## config.mk

```make
export PLATFORM = sky130hd
export DESIGN_NAME = input_conditioner_flat
export DESIGN_NICKNAME = d
export VERILOG_FILES = /design/src/rtl/input_conditioner_if.sv /design/src/rtl/input_conditioner.sv /design/src/flat_wrapper.sv
export SDC_FILE = /design/constraint.sdc
export NUM_CORES = 1
export LEC_CHECK = 0
export CELL_PAD_IN_SITES_DETAIL_PLACEMENT = 1
export CELL_PAD_IN_SITES_GLOBAL_PLACEMENT = 1
export CORE_MARGIN = 4
export CORE_UTILIZATION = 30
export DETAILED_ROUTE_END_ITERATION = 10
export PLACE_DENSITY_LB_ADDON = 0.1
export SLEW_MARGIN = 25
export SYNTH_ARGS = -nofsm -noshare
export SYNTH_HDL_FRONTEND = slang
export SYNTH_SLANG_ARGS = --single-unit
```

## constraint.sdc

```tcl
create_clock -name clk -period 7.44 [get_ports clk]
set_input_delay 1.488 -clock clk [delete_from_list [all_inputs] [get_ports clk]]
set_output_delay 1.488 -clock clk [all_outputs]
set_load 0.005 [all_outputs]
```

## src/rtl/input_conditioner_if.sv

```systemverilog
// Raw pushbutton/tilt inputs and the conditioned levels handed to the pet FSM.
interface input_conditioner_if;
   logic       btn_sleep_n;
   logic       btn_awake_n;
   logic       btn_feed_n;
   logic       btn_play_n;
   logic       btn_test_n;
   logic       giro_raw;
   logic       sleep_o;
   logic       awake_o;
   logic       play_o;
   logic       feed_o;
   logic       giro_o;
   logic       test_mode;
   logic [3:0] pulse_test;

   modport master (
      output btn_sleep_n, btn_awake_n, btn_feed_n, btn_play_n, btn_test_n, giro_raw,
      input  sleep_o, awake_o, play_o, feed_o, giro_o, test_mode, pulse_test
   );

   modport slave (
      input  btn_sleep_n, btn_awake_n, btn_feed_n, btn_play_n, btn_test_n, giro_raw,
      output sleep_o, awake_o, play_o, feed_o, giro_o, test_mode, pulse_test
   );
endinterface

```

## src/rtl/input_conditioner.sv

```systemverilog
// Synchronise/debounce pushbuttons and tilt sensor, stretch feed, run the test-mode long/short press FSM.
// Define GIRO_DEBOUNCE_EN to debounce the tilt input like the buttons; otherwise it is only synchronised.
module input_conditioner #(
   parameter int unsigned TICK_DIV     = 50000,
   parameter int unsigned DEBOUNCE_MS  = 20,
   parameter int unsigned HOLD_MS      = 3000,
   parameter int unsigned FEED_STRETCH = 100000
) (
   input  logic               clk,
   input  logic               rst,
   input_conditioner_if.slave ic
);

   localparam int unsigned IDX_SLEEP = 0;
   localparam int unsigned IDX_AWAKE = 1;
   localparam int unsigned IDX_FEED  = 2;
   localparam int unsigned IDX_PLAY  = 3;
   localparam int unsigned IDX_TEST  = 4;
   localparam int unsigned IDX_GIRO  = 5;
   localparam int unsigned NUM_RAW   = 6;
`ifdef GIRO_DEBOUNCE_EN
   localparam int unsigned NUM_DEB   = 6;
`else
   localparam int unsigned NUM_DEB   = 5;
`endif
   localparam int unsigned TICK_W    = (TICK_DIV > 1) ? $clog2(TICK_DIV) : 1;
   localparam int unsigned DEB_W     = $clog2(DEBOUNCE_MS + 1);
   localparam int unsigned HOLD_W    = $clog2(HOLD_MS + 1);
   localparam int unsigned STR_W     = $clog2(FEED_STRETCH + 1);
   localparam logic [NUM_DEB-1:0] ACT_LOW = NUM_DEB'(5'b11111);

   typedef enum logic [1:0] {
      T_IDLE  = 2'd0,
      T_PRESS = 2'd1,
      T_LONG  = 2'd2
   } t_state_e;

   logic [NUM_RAW-1:0] raw_in, sync1_q, sync2_q;
   logic [NUM_DEB-1:0] sync_lvl, deb_q, deb_d;
   logic [TICK_W-1:0]  tick_q, tick_d;
   logic               tick;
   logic [STR_W-1:0]   str_q, str_d;
   logic               feed_rise;
   logic               feed_q, sleep_q, awake_q, play_q;
   t_state_e           state_q, state_d;
   logic [HOLD_W-1:0]  hold_q, hold_d;
   logic               test_mode_q, test_mode_d;
   logic [3:0]         pulse_q, pulse_d;

   assign raw_in   = {ic.giro_raw, ic.btn_test_n, ic.btn_play_n,
                      ic.btn_feed_n, ic.btn_awake_n, ic.btn_sleep_n};
   assign sync_lvl = sync2_q[NUM_DEB-1:0] ^ ACT_LOW;

   assign tick   = (tick_q == TICK_W'(TICK_DIV - 1));
   assign tick_d = tick ? '0 : tick_q + TICK_W'(1);

   // Per-input debounce: accept a new level after DEBOUNCE_MS consecutive differing ticks
   for (genvar g = 0; g < NUM_DEB; g++) begin : g_deb
      logic [DEB_W-1:0] cnt_q, cnt_d;
      logic             lvl_q, lvl_d;

      always_comb begin
         cnt_d = cnt_q;
         lvl_d = lvl_q;
         if (tick) begin
            if (sync_lvl[g] != lvl_q) begin
               if (cnt_q == DEB_W'(DEBOUNCE_MS - 1)) begin
                  lvl_d = sync_lvl[g];
                  cnt_d = '0;
               end else begin
                  cnt_d = cnt_q + DEB_W'(1);
               end
            end else begin
               cnt_d = '0;
            end
         end
      end

      always_ff @(posedge clk or posedge rst) begin
         if (rst) begin
            cnt_q <= '0;
            lvl_q <= 1'b0;
         end else begin
            cnt_q <= cnt_d;
            lvl_q <= lvl_d;
         end
      end

      assign deb_q[g] = lvl_q;
      assign deb_d[g] = lvl_d;
   end

   // Feed stretch: load on the cycle the debounced level rises, so feed_o spans exactly FEED_STRETCH cycles
   assign feed_rise = deb_d[IDX_FEED] & ~deb_q[IDX_FEED] & ~test_mode_q;
   assign str_d     = feed_rise       ? STR_W'(FEED_STRETCH) :
                      (str_q != '0)   ? str_q - STR_W'(1)    : '0;

   // Test-button FSM: short press steps pulse_test in test mode, long press toggles test mode
   always_comb begin
      state_d     = state_q;
      hold_d      = hold_q;
      test_mode_d = test_mode_q;
      pulse_d     = pulse_q;
      case (state_q)
         T_IDLE: begin
            if (deb_q[IDX_TEST]) begin
               state_d = T_PRESS;
               hold_d  = '0;
            end
         end
         T_PRESS: begin
            if (!deb_q[IDX_TEST]) begin
               if (test_mode_q) begin
                  pulse_d = (pulse_q == 4'd0 || pulse_q >= 4'd9) ? 4'd1 : pulse_q + 4'd1;
               end
               state_d = T_IDLE;
            end else if (tick) begin
               if (hold_q == HOLD_W'(HOLD_MS - 1)) begin
                  test_mode_d = ~test_mode_q;
                  if (!test_mode_q) begin
                     pulse_d = 4'd0;
                  end
                  hold_d  = '0;
                  state_d = T_LONG;
               end else begin
                  hold_d = hold_q + HOLD_W'(1);
               end
            end
         end
         T_LONG: begin
            if (!deb_q[IDX_TEST]) begin
               state_d = T_IDLE;
            end
         end
         default: state_d = T_IDLE;
      endcase
   end

   always_ff @(posedge clk or posedge rst) begin
      if (rst) begin
         sync1_q     <= '0;
         sync2_q     <= '0;
         tick_q      <= '0;
         str_q       <= '0;
         feed_q      <= 1'b0;
         sleep_q     <= 1'b0;
         awake_q     <= 1'b0;
         play_q      <= 1'b0;
         state_q     <= T_IDLE;
         hold_q      <= '0;
         test_mode_q <= 1'b0;
         pulse_q     <= 4'd0;
      end else begin
         sync1_q     <= raw_in;
         sync2_q     <= sync1_q;
         tick_q      <= tick_d;
         str_q       <= str_d;
         feed_q      <= (str_d != '0);
         sleep_q     <= deb_d[IDX_SLEEP] & ~test_mode_d;
         awake_q     <= deb_d[IDX_AWAKE] & ~test_mode_d;
         play_q      <= deb_d[IDX_PLAY]  & ~test_mode_d;
         state_q     <= state_d;
         hold_q      <= hold_d;
         test_mode_q <= test_mode_d;
         pulse_q     <= pulse_d;
      end
   end

   assign ic.sleep_o    = sleep_q;
   assign ic.awake_o    = awake_q;
   assign ic.play_o     = play_q;
   assign ic.feed_o     = feed_q;
   assign ic.test_mode  = test_mode_q;
   assign ic.pulse_test = pulse_q;
`ifdef GIRO_DEBOUNCE_EN
   assign ic.giro_o     = deb_q[IDX_GIRO];
`else
   assign ic.giro_o     = sync2_q[IDX_GIRO];
`endif

endmodule

```

## src/flat_wrapper.sv

```systemverilog
// flat-port wrapper written by rule: the top's interface ports become plain ports
module input_conditioner_flat 
#(
   parameter int unsigned TICK_DIV     = 50000,
   parameter int unsigned DEBOUNCE_MS  = 20,
   parameter int unsigned HOLD_MS      = 3000,
   parameter int unsigned FEED_STRETCH = 100000
)
  (clk, rst, ic_btn_sleep_n, ic_btn_awake_n, ic_btn_feed_n, ic_btn_play_n, ic_btn_test_n, ic_giro_raw, ic_sleep_o, ic_awake_o, ic_play_o, ic_feed_o, ic_giro_o, ic_test_mode, ic_pulse_test);
  input_conditioner_if ic_i ();
  input  logic clk;
  input  logic rst;
  input wire logic [$bits(ic_i.btn_sleep_n)-1:0] ic_btn_sleep_n;
  input wire logic [$bits(ic_i.btn_awake_n)-1:0] ic_btn_awake_n;
  input wire logic [$bits(ic_i.btn_feed_n)-1:0] ic_btn_feed_n;
  input wire logic [$bits(ic_i.btn_play_n)-1:0] ic_btn_play_n;
  input wire logic [$bits(ic_i.btn_test_n)-1:0] ic_btn_test_n;
  input wire logic [$bits(ic_i.giro_raw)-1:0] ic_giro_raw;
  output wire logic [$bits(ic_i.sleep_o)-1:0] ic_sleep_o;
  output wire logic [$bits(ic_i.awake_o)-1:0] ic_awake_o;
  output wire logic [$bits(ic_i.play_o)-1:0] ic_play_o;
  output wire logic [$bits(ic_i.feed_o)-1:0] ic_feed_o;
  output wire logic [$bits(ic_i.giro_o)-1:0] ic_giro_o;
  output wire logic [$bits(ic_i.test_mode)-1:0] ic_test_mode;
  output wire logic [$bits(ic_i.pulse_test)-1:0] ic_pulse_test;
  assign ic_i.btn_sleep_n = ic_btn_sleep_n;
  assign ic_i.btn_awake_n = ic_btn_awake_n;
  assign ic_i.btn_feed_n = ic_btn_feed_n;
  assign ic_i.btn_play_n = ic_btn_play_n;
  assign ic_i.btn_test_n = ic_btn_test_n;
  assign ic_i.giro_raw = ic_giro_raw;
  assign ic_sleep_o = ic_i.sleep_o;
  assign ic_awake_o = ic_i.awake_o;
  assign ic_play_o = ic_i.play_o;
  assign ic_feed_o = ic_i.feed_o;
  assign ic_giro_o = ic_i.giro_o;
  assign ic_test_mode = ic_i.test_mode;
  assign ic_pulse_test = ic_i.pulse_test;
  input_conditioner #(.TICK_DIV(TICK_DIV), .DEBOUNCE_MS(DEBOUNCE_MS), .HOLD_MS(HOLD_MS), .FEED_STRETCH(FEED_STRETCH)) u_core (.clk(clk), .rst(rst), .ic(ic_i));
endmodule
```

After elaboration in Yosys (flattened, before gate mapping)
Cells that the tools add are included.
{"block": "word_totals", "ff_bits": 98, "wordCells": 121}
{"block": "classes", "n_addsub": 9, "n_lt_le_gt_ge": 1, "eq_ne": 23, "mux": 46, "bitwise_logic": 9, "reduce_logical": 11}
{"op": "two-way mux 5 bit", "count": 10}
{"op": "two-way mux 12 bit", "count": 4}
{"op": "two-way mux 17 bit", "count": 2}
{"op": "nonzero test 17 bit", "count": 2}
{"op": "adder 5 x 1 -> 5 bit, second input constant", "count": 5}
{"op": "equality test 5 bit, second input constant", "count": 5}
{"op": "two-way mux 4 bit", "count": 6}
{"op": "case mux 12 bit (2 select lines)", "count": 1}
{"op": "subtractor 17 x 1 -> 17 bit, second input constant", "count": 1}
{"op": "adder 16 x 1 -> 16 bit, second input constant", "count": 1}
{"op": "equality test 16 bit, second input constant", "count": 1}
{"op": "two-way mux 1 bit", "count": 16}
{"op": "two-way mux 16 bit", "count": 1}
{"op": "adder 12 x 1 -> 12 bit, second input constant", "count": 1}
{"op": "equality test 12 bit, second input constant", "count": 1}
{"op": "two-way mux 2 bit", "count": 5}
{"op": "!= test 2 x 1 -> 1 bit, second input constant", "count": 4}
{"op": "AND reduction 4 bit", "count": 2}
{"op": "!= test 2 bit, second input constant", "count": 3}
{"op": "case mux 2 bit (3 select lines)", "count": 1}
{"op": "bitwise AND 1 bit", "count": 5}
{"op": "!= test 1 bit", "count": 5}
{"op": "inverter 5 bit", "count": 1}
{"op": "AND reduction 5 bit", "count": 1}
{"op": "12 further kinds", "count": 15}

Longest topological paths before layout
Gate-level depths: netlist of run 1.
{"block": "logic_depth", "ltp_word": 8, "ltp_mapped": 7, "depth_no_buf": 7}

Least setup slack after synthesis of run 1
Ideal clock, no wire load.
{"block": "synth_path", "kind": "register -> register", "startpoint": "register u_core.tick_q[7]", "endpoint": "register u_core.hold_q[2]", "setup_time_ps": 129, "arrival_time_ps": 2139, "t_required_ps": 7311, "path_slack_ps": 5172, "path_stages_with_launch": 7, "n_path_buf": 1, "path_cell_list": "dfrtp_1 -> or4b_1 -> or4_4 -> a21o_1 -> buf_2 -> o21ai_1 -> o41ai_2"}
{"block": "synth_via", "elab_chain_cells": 3}
{"element": "start: declaration", "line_no": "input_conditioner.sv:40", "source": "logic [TICK_W-1:0] tick_q, tick_d;"}
{"element": "start signal: assignment", "line_no": "input_conditioner.sv:156", "source": "tick_q <= tick_d;"}
{"element": "equality test 16 bit", "line_no": "input_conditioner.sv:54", "source": "assign tick = (tick_q == TICK_W'(TICK_DIV - 1));"}
{"element": "!= test 2 x 1 -> 1 bit (no source line)"}
{"element": "AND reduction 4 bit (no source line)"}
{"element": "end signal: assignment", "line_no": "input_conditioner.sv:163", "source": "hold_q <= hold_d;"}
{"element": "end: declaration", "line_no": "input_conditioner.sv:46", "source": "logic [HOLD_W-1:0] hold_q, hold_d;"}
Every way passes these cells.
A chain may end at the register's enable or synchronous reset.

Final worst setup path of run 1
{"block": "layout_path", "startpoint": "register u_core.test_mode_q (netlist: u_core.ic.test_mode)", "endpoint": "output ic_test_mode"}
{"element": "start: declaration", "line_no": "input_conditioner.sv:47", "source": "logic test_mode_q, test_mode_d;"}
{"element": "start signal: assignment", "line_no": "input_conditioner.sv:164", "source": "test_mode_q <= test_mode_d;"}
{"element": "end: declaration", "line_no": "flat_wrapper.sv:24", "source": "output wire logic [$bits(ic_i.test_mode)-1:0] ic_test_mode;"}
No word-level cell between the ends.

==> results.txt, run 1 <==
Critical Path Sink Type - primary output
number of antenna repair diodes - 0
gate count of the mapped netlist - 509
First DRT Iteration DRCs - 157
core box area - 15,900 um2
Die ar. - 18,400 um2
Final TNS setup - 0 ps
Worst Hold Margin - 351 ps
Leakage - 2.47 nW
peak supply drop - 0.106 mV
CP top delay family - flip-flops
number of enable-type register cells in the synthesized netlist - 0
max cap viols - 0
first-pass GRT wire length - 20.3 mm
effective utilization at floorplan - 30.7%
vertical die dimension - 135 um
number of clock sinks - 98
combined buffer and inverter count along the critical path - 1
unrepaired setup endpoints after global routing - false
setup bufs post-CTS - 0
CTS buffer count - 9
remaining number of nets flagged by the antenna check after routing - 0
summed instance area of the synthesized netlist - 4880 um2
Worst-path clk slew - 70 ps
critical path arrival - 1520 ps
Resized Gates After CTS - 0
Synth cell types - 53
Final min period - 3010 ps
final estimated routing congestion in global placement - 0.804
first-pass detailed-route iteration total - 4
maximum number of buffers from clock root to sink - 2
final setup violating endpoints - 0
initial antenna violation count - 0
DR DRC count - 0
fin. max-slew vios - 0
final critical-path setup slack - 4430 ps
total gr overflow - 0
routed vias/inst - 5.10
combined area of the multi-input logic cells - 2310 um2
status - finished clean
CP max stage cell - dfrtp_1
area of all placed cells without fillers - 5570 um2
# nets final - 545
later-pin clock latency in the skew report - 350 ps
Warnings, synthesis - 0
die width - 135 um
fillcell total - 1,845
overall power of the completed layout - 0.00103 W
proportion of synthesized flip-flops having asynchronous set or reset - 100%
placement-stage worst setup slack - 4260 ps
via count of the first global-routing pass - 4,024
CP max FO - 9
launching element type of the critical path - flop
worst rel slew slack - 38.2%
Synth Register Bits - 98
ordered list of cells on the worst path - clkdlybuf4s50_1
areal power density over the cells - 184 nW/um2
top area cells in the synthesized netlist - dfrtp_1 50%, nand2_1 5.7%, xor2_1 3.8%
clock root buffer - clkbuf_16
ranking of synthesized cells by instance count - 98 x dfrtp_1, 74 x nand2_1, 47 x nor2_1
Fin. Hold Viols - 0
half-perimeter wire length after detailed placement - 7.92 mm
Post-Synthesis Mean Instance Area - 9.58 um2
nets in the synthesized netlist - 529
Tightest Pin Transition - 918 ps
period utilization - 40.4%
post-synth top area share - 50.3%
clock tree from TritonCTS - yes
# H-tree levels - 3
count of vias placed by the detailed router - 3,801
final wirelength - 11.6 mm
number of port buffers - 17
biggest area consumer among synthesized cells - dfrtp_1
Area growth, synth to finish - 14.3%
Sequential Area - 2450 um2
register area share after synthesis - 50.3%
CTS hold repair buffers - 0
required time of the critical path - 5950 ps
top-count cell post-synth - dfrtp_1
GRT Total Usage - 13.7%
highest cell delay on the worst timing path - 590 ps
path type of the worst min-delay path - reg -> reg
number of placement rows - 46
total placed instance area - 5290 um2
dominant synthesized flop cell - dfrtp_1
count of boundary I/O pins - 18
share of layout cells above drive strength 1 - 5.09%
Worst Setup Path Type - reg -> out
maximum number of pins on one net before global-route repair - 53
timing-limited maximum frequency - 0.332 GHz
largest clock skew in the final design - 6.95 ps
average wire per standard cell - 15.5 um
==> final timing paths <==
check / from / to / slack [ps] / cells after the start
worst min register to register: u_core.sync1_q[2]$_DFF_PP0_ / u_core.sync2_q[2]$_DFF_PP0_ / 350 / 0
min in group asynchronous: rst / u_core.str_q[7]$_DFF_PP0_ / 1550 / 2
worst max register to register: u_core.tick_q[13]$_DFF_PP0_ / u_core.hold_q[2]$_DFFE_PP0P_ / 4720 / 5
worst max-delay path: u_core.ic.test_mode$_DFF_PP0_ / ic_test_mode / 4430 / 1
worst min-delay path: u_core.sync1_q[2]$_DFF_PP0_ / u_core.sync2_q[2]$_DFF_PP0_ / 350 / 0
max in group asynchronous: rst / u_core.hold_q[11]$_DFFE_PP0P_ / 4790 / 3
==> report_power, final <==
| group | internal (W) | switching, W | total (W) |
|---|---|---|---|
| sequential | 0.000536 | 0.00000177 | 0.000538 |
| combinational | 0.00000554 | 0.0000140 | 0.0000196 |
| clock | 0.000262 | 0.000207 | 0.000469 |
| total | 0.000803 | 0.000223 | 0.00103 |
==> per-stage QoR <==
step / util (%) / cells
2_1_floorplan: - / 509
3_3_place_gp: 33.3 / 730
3_5_place_dp: 33.3 / 730
4_1_cts: 35.1 / 746
5_1_grt: 35.1 / 746
6_report: 35.1 / 746
==> routing by layer <==
layer	share of wire (%)	wire length, um	vias to the layer above	GRT usage (%)
li1	-	-	1853	-
met1	50	5730	1902	18.3
met2	46	5340	35	22.1
met3	2.9	338	11	3.08
met4	1.4	165	0	4.31
met5	0	0	-	0
==> flip-flops by register name, indices dropped and copies added (netlist names) <==
signal and count:
u_core.sync2_q 6, u_core.ic.play_o 1, u_core.tick_q 16, u_core.g_deb.lvl_q 5, u_core.g_deb.cnt_q 25, u_core.state_q 2, u_core.hold_q 12, u_core.str_q 17
u_core.ic.pulse_test 4, u_core.ic.sleep_o 1, u_core.ic.awake_o 1, u_core.ic.test_mode 1, u_core.sync1_q 6, u_core.ic.feed_o 1
==> cells in the final DEF (no fill, tap or decap), types with 3 or more instances in the layout <==
cell type	count
nor3_1	14
nor2b_1	6
xor2_1	21
a22oi_1	3
nand2_1	74
clkdlybuf4s50_1	17
o31ai_1	16
o21ai_0	30
nor4b_1	3
or3_1	4
inv_1	11
ha_1	12
nor2_1	47
o41ai_1	3
xnor2_1	12
a31oi_1	3
nand3b_1	4
o21ai_1	4
clkbuf_1	3
nor3b_1	4
o22ai_1	3
nor4bb_1	4
buf_4	4
nor4_1	10
nand2b_1	11
dfrtp_1	98
o211ai_1	3
or4_1	4
a22o_1	8
a41oi_1	3
nand3_1	28
nand4_1	10
a21oi_1	16
clkbuf_16	9
==> cell type report <==
class                   count  area share (%)
flip-flops and latches     98            44.0
clock inverters             4           0.943
inverters                  12           0.853
multi-input cells         383            41.5
well taps                 216            4.85
repair buffers             21            3.59
clock buffers              12            4.24
==> kinds of logic (layout without fill, tap and decap cells) <==
group	after synthesis	count (layout)	share of synthesized area (%)
adder cells (fa/ha/maj)	12	12	3.08
multiplexers	2	2	0.411
XOR/XNOR	33	33	5.93
AO/OA/AOI/OAI	98	98	13.2
buffers and inverters	28	49	2.36
AND/OR/NAND/NOR	238	238	24.7
flip-flops	98	98	50.3
(Power assumes the default switching activity.)
==> inputs of run 2 (changes only) <==
==> constraint.sdc (replaced) <==
create_clock -name clk -period 2.7 [get_ports clk]
set_input_delay 0.54 -clock clk [delete_from_list [all_inputs] [get_ports clk]]
set_output_delay 0.54 -clock clk [all_outputs]
set_load 0.005 [all_outputs]
==> results.txt, run 2 (synthesis results as in run 1) <==
fin. max-slew vios - 0 (unchanged)
# H-tree levels - 3 (unchanged)
peak supply drop - 0.293 mV (+180%)
required time of the critical path - 2990 ps (-2960 ps)
Worst Setup Path Type - reg -> reg
P_sw - 0.000642 W (+190%)
Resized Gates After CTS - 0 (unchanged)
final setup violating endpoints - 0 (unchanged)
vertical die dimension - 135 um (unchanged)
Largest regs - u_core.g_deb.cnt_q (25), u_core.str_q (17), u_core.tick_q (16)
later-pin clock latency in the skew report - 360 ps (about the same)
setup bufs post-CTS - 0 (unchanged)
DR DRC count - 0 (unchanged)
fraction of power spent switching nets - 22.2% (+0.50 points)
worst rel slew slack - 53.7% (+15 points)
commonest cells after routing, fill and taps aside - 98 x dfrtp_1, 74 x nand2_1, 47 x nor2_1
part of the power in the clock network - 46.4% (+0.7 points)
CTS buffer count - 9 (unchanged)
maximum number of pins on one net before global-route repair - 31 (-42%)
first-pass detailed-route iteration total - 4 (unchanged)
initial antenna violation count - 0 (unchanged)
most common library cell in the layout ignoring fill and taps - dfrtp_1
max cap viols - 0 (unchanged)
half-perimeter wire length after detailed placement - 8.47 mm (+6.9%)
number of clock sinks - 98 (unchanged)
timing-limited maximum frequency - 0.395 GHz
count of boundary I/O pins - 18 (unchanged)
number of port buffers - 17 (unchanged)
path type of the worst min-delay path - reg -> reg
Reg with most FFs - u_core.g_deb.cnt_q
die width - 135 um (unchanged)
areal power density over the cells - 505 nW/um2 (+170%)
max reg flops - 25 (unchanged)
Fin. Hold Viols - 0 (unchanged)
number of antenna repair diodes - 0 (unchanged)
number of placement rows - 46 (unchanged)
share of layout cells above drive strength 1 - 7.92% (+2.8 points)
CTS hold repair buffers - 0 (unchanged)
maximum number of buffers from clock root to sink - 2 (unchanged)
status - finished clean
Final min period - 2530 ps
via count of the first global-routing pass - 4,022 (-0.050%)
count of vias placed by the detailed router - 3,856 (+1.4%)
effective utilization at floorplan - 30.7% (unchanged)
Area growth, synth to finish - 17.4%
critical path arrival - 2820 ps (+1300 ps)
final wirelength - 12.1 mm (+4.5%)
average wire per standard cell - 15.9 um (+2.7%)
final estimated routing congestion in global placement - 0.809 (+0.67%)
first-pass GRT wire length - 20.8 mm (+2.4%)
internal portion of total power - 0.00225 W (+180%)
clock root buffer - clkbuf_16
core box area - 15,900 um2 (unchanged)
Tightest Pin Transition - 693 ps (-225 ps)
clock tree from TritonCTS - yes
final core occ - 36.0% (+0.95 points)
combinational share of power - 2.3% (+0.4 points)
unrepaired setup endpoints after global routing - false
Final TNS setup - 0 ps (unchanged)
routed vias/inst - 5.08 (-0.29%)
Critical Path Sink Type - flop
launching element type of the critical path - flop
GRT Total Usage - 14.0% (+0.38 points)
period utilization - 93.7%
sequential fraction of design power - 51.3% (-1.1 points)
overall power of the completed layout - 0.00289 W (+180%)
CP max FO - 14 (+5)
First DRT Iteration DRCs - 148 (-5.7%)
remaining number of nets flagged by the antenna check after routing - 0 (unchanged)
Leakage - 2.54 nW (+3.1%)
Worst-path clk slew - 70 ps (about the same)
total gr overflow - 0 (unchanged)
largest clock skew in the final design - 9.12 ps (+2.18 ps)
# nets final - 558 (+2.4%)
Die ar. - 18,400 um2 (unchanged)
==> run 2: cell count changes in the layout (fill, tap and decap cells not counted) <==
cell        previous run  this run
buf_12                 0         3
buf_4                  4        14
clkbuf_1               3         0
clkbuf_8               0         1
clkinv_2               1         2
clkinv_4               2         1
clkinvlp_4             0         2
inv_4                  1         0
inv_6                  0         1
==> run 2: layer usage <==
metal,up-vias,track usage [%],routed length (um)
met2,46,22.2,5480
met1,1924,19.4,6100
met3,12,3.19,329
li1,1874,-,-
met5,-,0,0
met4,0,4.09,170
==> run 2: path summary, 6_finish.rpt <==
path,start,to,slack [ps],cells after the start
max,u_core.tick_q[5]$_DFF_PP0_,u_core.hold_q[10]$_DFFE_PP0P_,170,5
min,u_core.sync1_q[2]$_DFF_PP0_,u_core.sync2_q[2]$_DFF_PP0_,350,0
max reg2reg,u_core.tick_q[5]$_DFF_PP0_,u_core.hold_q[10]$_DFFE_PP0P_,170,5
min reg2reg,u_core.sync1_q[2]$_DFF_PP0_,u_core.sync2_q[2]$_DFF_PP0_,350,0
max in group asynchronous,rst,u_core.tick_q[12]$_DFF_PP0_,1490,3
min in group asynchronous,rst,u_core.tick_q[2]$_DFF_PP0_,640,2
==> run 2: power by group through the flow <==
stage | logic, W | clock network, W | registers, W
after floorplan | 0.0000309 | 0 | 0.00151
after global placement | 0.0000699 | 0 | 0.00151
after detailed placement | 0.0000708 | 0 | 0.00151
after CTS | 0.0000709 | 0.00140 | 0.00148
after global routing | 0.0000775 | 0.00144 | 0.00148
final | 0.0000668 | 0.00134 | 0.00148
==> run 2: worst max-delay path, stage by stage (launching register included) <==
cell     delay [ps]
dfrtp_1         440
or4b_1          570
or4_4           670
a21o_1          390
o21ai_0         260
a22o_1          150
==> run 2: final cells by class <==
cell class / count / area, um2
Fill cell: 1834 / 10200
Sequential cell: 98 / 2450
Multi-Input combinational cell: 383 / 2310
Timing Repair Buffer: 34 / 335
Tap cell: 216 / 270
Clock buffer: 10 / 239
Clock inverter: 6 / 65.1
Inverter: 12 / 48.8
==> run 2: metrics by stage <==
stage / area [um2] / hold slack, ps / setup slack (ps) / std cells
2_1_floorplan: 4880 / 331 / 432 / 509
5_1_grt: 5730 / 362 / 24.2 / 759
3_3_place_gp: 5420 / 337 / 210 / 743
4_1_cts: 5730 / 350 / 155 / 759
6_report: 5730 / 346 / 171 / 759
3_5_place_dp: 5420 / 336 / 170 / 743
==> patch 1, RTL diff (flow settings as in run 2) <==
`DEBOUNCE_MS` is set to 20 in 2 places; all go to 30.
--- a/src/rtl/input_conditioner.sv
+++ b/src/rtl/input_conditioner.sv
@@ -2,7 +2,7 @@
 // Define GIRO_DEBOUNCE_EN to debounce the tilt input like the buttons; otherwise it is only synchronised.
 module input_conditioner #(
    parameter int unsigned TICK_DIV     = 50000,
-   parameter int unsigned DEBOUNCE_MS  = 20,
+   parameter int unsigned DEBOUNCE_MS  = 30,
    parameter int unsigned HOLD_MS      = 3000,
    parameter int unsigned FEED_STRETCH = 100000
 ) (
--- a/src/flat_wrapper.sv
+++ b/src/flat_wrapper.sv
@@ -2,7 +2,7 @@
 module input_conditioner_flat 
 #(
    parameter int unsigned TICK_DIV     = 50000,
-   parameter int unsigned DEBOUNCE_MS  = 20,
+   parameter int unsigned DEBOUNCE_MS  = 30,
    parameter int unsigned HOLD_MS      = 3000,
    parameter int unsigned FEED_STRETCH = 100000
 )
Check against the original RTL: same outputs for any inputs over 10 cycles, from zero or initial values and one cycle with rst high; that may be too few to reach the edited logic, so the function may still have changed.
==> patch 1 against run 2 <==
  * Sequential share of layout area rose by 0.41 points
  * Cell area fell by 0.94%
  * Total power fell by 2.9%
  * Critical path depth did not move
  * Sequential cell count did not move
  * Wire length fell by 6.4%
  * Worst setup slack improved by 0.074 ns
  * Synthesized area fell by 1.0%
  * Cell count fell by 3.3%
  * Clock power fell by 5%
==> patch 1: results (changes against run 2) <==
dpl hpwl 7944 um (was 8465 um); routability congestion estimate 0.7666 (was 0.8089); Worst IR Drop VDD 0.0002985 V (was 0.0002928 V); hold slack 0.3496 ns (was 0.3455 ns); number of synthesis warnings 0 (unchanged); Avg Cell Area, Syn 10.05 um^2 (was 9.579 um^2); status finished, final reports clean (unchanged); Post-CTS Setup Bufs 0 (unchanged); CTS H-tree depth 3 (unchanged); dpl ws 0.2459 ns (was 0.1697 ns); first-pass GRT wire length 19390 um (was 20840 um); Worst-path clk slew 0.07 ns (about the same); share of cells above drive strength 1 0.1004 (was 0.07919); sequential element share of the synthesized area 0.5082 (was 0.5030); Cell Count Post-Placement 718 (was 743); FF-to-FF setup slack 0.24 ns (was 0.17 ns); Arr. time, crit path 2.68 ns (was 2.82 ns); Largest stage delay, worst path 0.64 ns (was 0.67 ns); Total GRT Usage 0.1334 (was 0.1405); Slew HR 0.5026 (was 0.5367); post-synth net total 505 (was 529); largest net degree at the start of global routing 64 (was 31); Synth Area in Compound Gates 0.1356 (was 0.1319); TritonRoute pass-1 iters 4 (unchanged); Post-CTS Resized 0 (unchanged); Yosys cell types 51 (was 53); drt drc 0 (unchanged); CP top delay family simple AND/OR/NAND/NOR gates (unchanged); top cell types by occurrence after synthesis dfrtp_1 (98), o21ai_0 (48), nand2_1 (45) (was dfrtp_1 (98), nand2_1 (74), nor2_1 (47)); DR vias 3657 (was 3856); largest cells by area after synthesis dfrtp_1 (51%), o21ai_0 (5.0%), ha_1 (4.4%) (was dfrtp_1 (50%), nand2_1 (5.7%), xor2_1 (3.8%)); adder-cell area share of the yosys netlist 0.04408 (was 0.03079); Largest regs u_core.g_deb.cnt_q (25), u_core.str_q (17), u_core.tick_q (16) (unchanged); hold path depth 0 (unchanged); Hold Startpoint u_core.sync1_q[0] (was u_core.sync1_q[2]); post-synthesis mux area share 0.006482 (was 0.004106); clock skew 0.007416 ns (was 0.009125 ns); slowest cell on the critical path or4_4 (unchanged); DR iter-0 viols 135 (was 148); critical path launch point type flop (unchanged); TritonCTS buffer count 9 (unchanged); Crit. Startpoint u_core.tick_q[11] (was u_core.tick_q[5]); CTS max path bufs 2 (unchanged); initial antenna violation count 0 (unchanged); Lkg Pwr 2.504 nW (was 2.542 nW); Top reg by flops u_core.g_deb.cnt_q (unchanged); fill count 1810 (was 1834); Avg WL per Cell 15.41 um (was 15.92 um); antenna cells 0 (unchanged); vias in the first global route 3867 (was 4022); worst flop-to-flop path endpoint u_core.hold_q[6] (was u_core.hold_q[10]); XOR/XNOR share of the synthesized area 0.06534 (was 0.05928); Tmin final 2.455 ns (was 2.529 ns); Hold Path Sink u_core.sync2_q[0] (was u_core.sync2_q[2]); Nets 538 (was 558); Cell Area, Placed 5380 um^2 (was 5421 um^2); predominant post-synthesis flop cell dfrtp_1 (unchanged); Final Non-Filler Cells 734 (was 759); worst-path maximum fanout 15 (was 14); Reg2Reg Depth 5 (unchanged)
[patch 1: layout make-up]
type | count | area [um^2] | share of cell area
sequential | 98 | 2452 | 0.4324
clock inverter | 4 | 25.02 | 0.004412
clock buffer | 12 | 266.5 | 0.04699
multi-input combinational | 354 | 2263 | 0.3991
inverter | 14 | 56.30 | 0.009927
timing repair buffer | 36 | 337.8 | 0.05956
tap | 216 | 270.3 | 0.04765
[patch 1: where the power goes]
part | switching [mW] | total [mW] | internal, mW
Clock | 0.568 | 1.27 | 0.698
Combinational | 0.0390 | 0.0579 | 0.0189
Sequential | 0.00484 | 1.48 | 1.48
Total | 0.612 | 2.81 | 2.19
[patch 1: per-layer routing]
metal	vias up	GRT usage	part of all wire
li1	1787	-	-
met1	1822	0.1714	0.47
met2	36	0.2193	0.49
met3	12	0.03130	0.023
met4	0	0.04977	0.017
met5	-	0	0
==> patch 2, RTL diff (config.mk and constraints of run 2) <==
Made on the original files. Re-encode `t_state_e` (3 states) as one-hot, 3 bits wide.
--- a/src/rtl/input_conditioner.sv
+++ b/src/rtl/input_conditioner.sv
@@ -29,10 +29,10 @@
    localparam int unsigned STR_W     = $clog2(FEED_STRETCH + 1);
    localparam logic [NUM_DEB-1:0] ACT_LOW = NUM_DEB'(5'b11111);
 
-   typedef enum logic [1:0] {
-      T_IDLE  = 2'd0,
-      T_PRESS = 2'd1,
-      T_LONG  = 2'd2
+   typedef enum logic [2:0] {
+      T_IDLE  = 3'b001,
+      T_PRESS = 3'b010,
+      T_LONG  = 3'b100
    } t_state_e;
 
    logic [NUM_RAW-1:0] raw_in, sync1_q, sync2_q;
Function: same outputs for any inputs over 10 cycles, from zero or initial values and one cycle with rst high; not proved beyond that.
==> patch 2 against run 2 <==
  * Worst setup slack improved by 0.35 ns
  * Cell area down 1.2%
  * Synthesized area shrank 0.38%
  * Cell count fell by 3.0%
  * Largest cell class unchanged
  * Sequential cell count up 1
  * Wire length decreased by 7.1%
  * Global-route usage decreased by 0.84 points
  * Sequential share of layout area rose by 0.98 points
  * Total power is 0.26% higher
==> patch 2: results (changes against run 2) <==
Lkg Pwr 2.618 nW (was 2.542 nW); slowest cell on the critical path nor4b_1 (was or4_4); Nets 535 (was 558); Worst IR Drop VDD 0.0003057 V (was 0.0002928 V); Cell Area, Placed 5350 um^2 (was 5421 um^2); clock skew 0.01200 ns (was 0.009125 ns); routability congestion estimate 0.7826 (was 0.8089); full die area 18290 um^2 (was 18360 um^2); largest net degree at the start of global routing 54 (was 31); Cell Count Post-Placement 720 (was 743); metal3 WL 382 um (was 329 um); fill count 1821 (was 1834); first-pass GRT wire length 19450 um (was 20840 um); Detail Route met2 WL 5108 um (was 5484 um); Avg WL per Cell 15.26 um (was 15.92 um); post-synth net total 508 (was 529); Signal buffers 30 (was 34); Non-clock inverters 10 (was 12); Comb power 0.0592 mW (was 0.0668 mW); multi-input gates 365 (was 383); Reg2Reg Depth 7 (was 5); IO buf count 17 (unchanged); top cell types by occurrence after synthesis dfrtp_1 (98), nand2_1 (54), nor2_1 (46), o21ai_0 (46), nand3_1 (32) (was dfrtp_1 (98), nand2_1 (74), nor2_1 (47)); Final Non-Filler Cells 736 (was 759); Seq area share 0.4381 (was 0.4283); largest cells by area after synthesis dfrtp_1 (50%), o21ai_0 (4.7%), nand2_1 (4.2%) (was dfrtp_1 (50%), nand2_1 (5.7%), xor2_1 (3.8%)); dpl ws 0.5249 ns (was 0.1697 ns); Signal buf overhead 0.05175 (was 0.05857); Total GRT Usage 0.1321 (was 0.1405); multi-input combinational area share 0.4007 (was 0.4043); Largest stage delay, worst path 0.64 ns (was 0.67 ns); CTS H-tree depth 3 (unchanged); Syn Inst Count 488 (was 509); Seq Cell Count 99 (was 98); dpl hpwl 8047 um (was 8465 um); worst-margin pin slew 0.7501 ns (was 0.6935 ns); met3 usage 0.03715 (was 0.03195); multi-input combinational cell area 2267 um^2 (was 2315 um^2); DR iter-0 viols 143 (was 148); vias in the first global route 3865 (was 4022); met1 GRT Util 0.1799 (was 0.1940); met2 Use GR 0.2088 (was 0.2215); Internal Power 2.245 mW (was 2.247 mW); total power 2.897 mW (was 2.889 mW); status finished, final reports clean (unchanged); Clock-cell share 0.05440 (was 0.05310); hold path depth 0 (unchanged); Post-synth ARST share 1.000 (unchanged); Yosys cell types 58 (was 53); CTS max path bufs 2 (unchanged); worst-path maximum fanout 4 (was 14); Arr. time, crit path 2.39 ns (was 2.82 ns); sequential fraction of design power 0.516 (was 0.513); M1 WL 5611 um (was 6098 um)
[patch 2: changes by cell type in the layout (fill, tap and decap cells not counted), sizes merged, moves of 7 or more]
cell	delta
nor3	+7
a21o	+8
nand2	-20
o21ai	+13
nand4	-7
o31ai	-10
a21oi	-7
[patch 2: worst paths after layout]
| path | startpoint | end | slack (ns) |
|---|---|---|---|
| min in group asynchronous | rst | u_core.str_q[2] | 0.51 |
| worst max-delay path | u_core.str_q[0] | u_core.ic.feed_o | 0.53 |
| worst min-delay path | u_core.sync1_q[0] | u_core.sync2_q[0] | 0.35 |
| worst min register to register | u_core.sync1_q[0] | u_core.sync2_q[0] | 0.35 |
| worst max register to register | u_core.str_q[0] | u_core.ic.feed_o | 0.53 |
| max in group asynchronous | rst | u_core.state_q[0] | 1.54 |
[patch 2: cell families after synthesis]
logic type | synth area share
adders and majority gates | 0.03091
muxes | 0.002061
buffers and inverters | 0.02293
AOI/OAI and AO/OA | 0.1399
DFF | 0.5103
xor gates and xnor gates | 0.05590
and+or+nand+nor | 0.2380
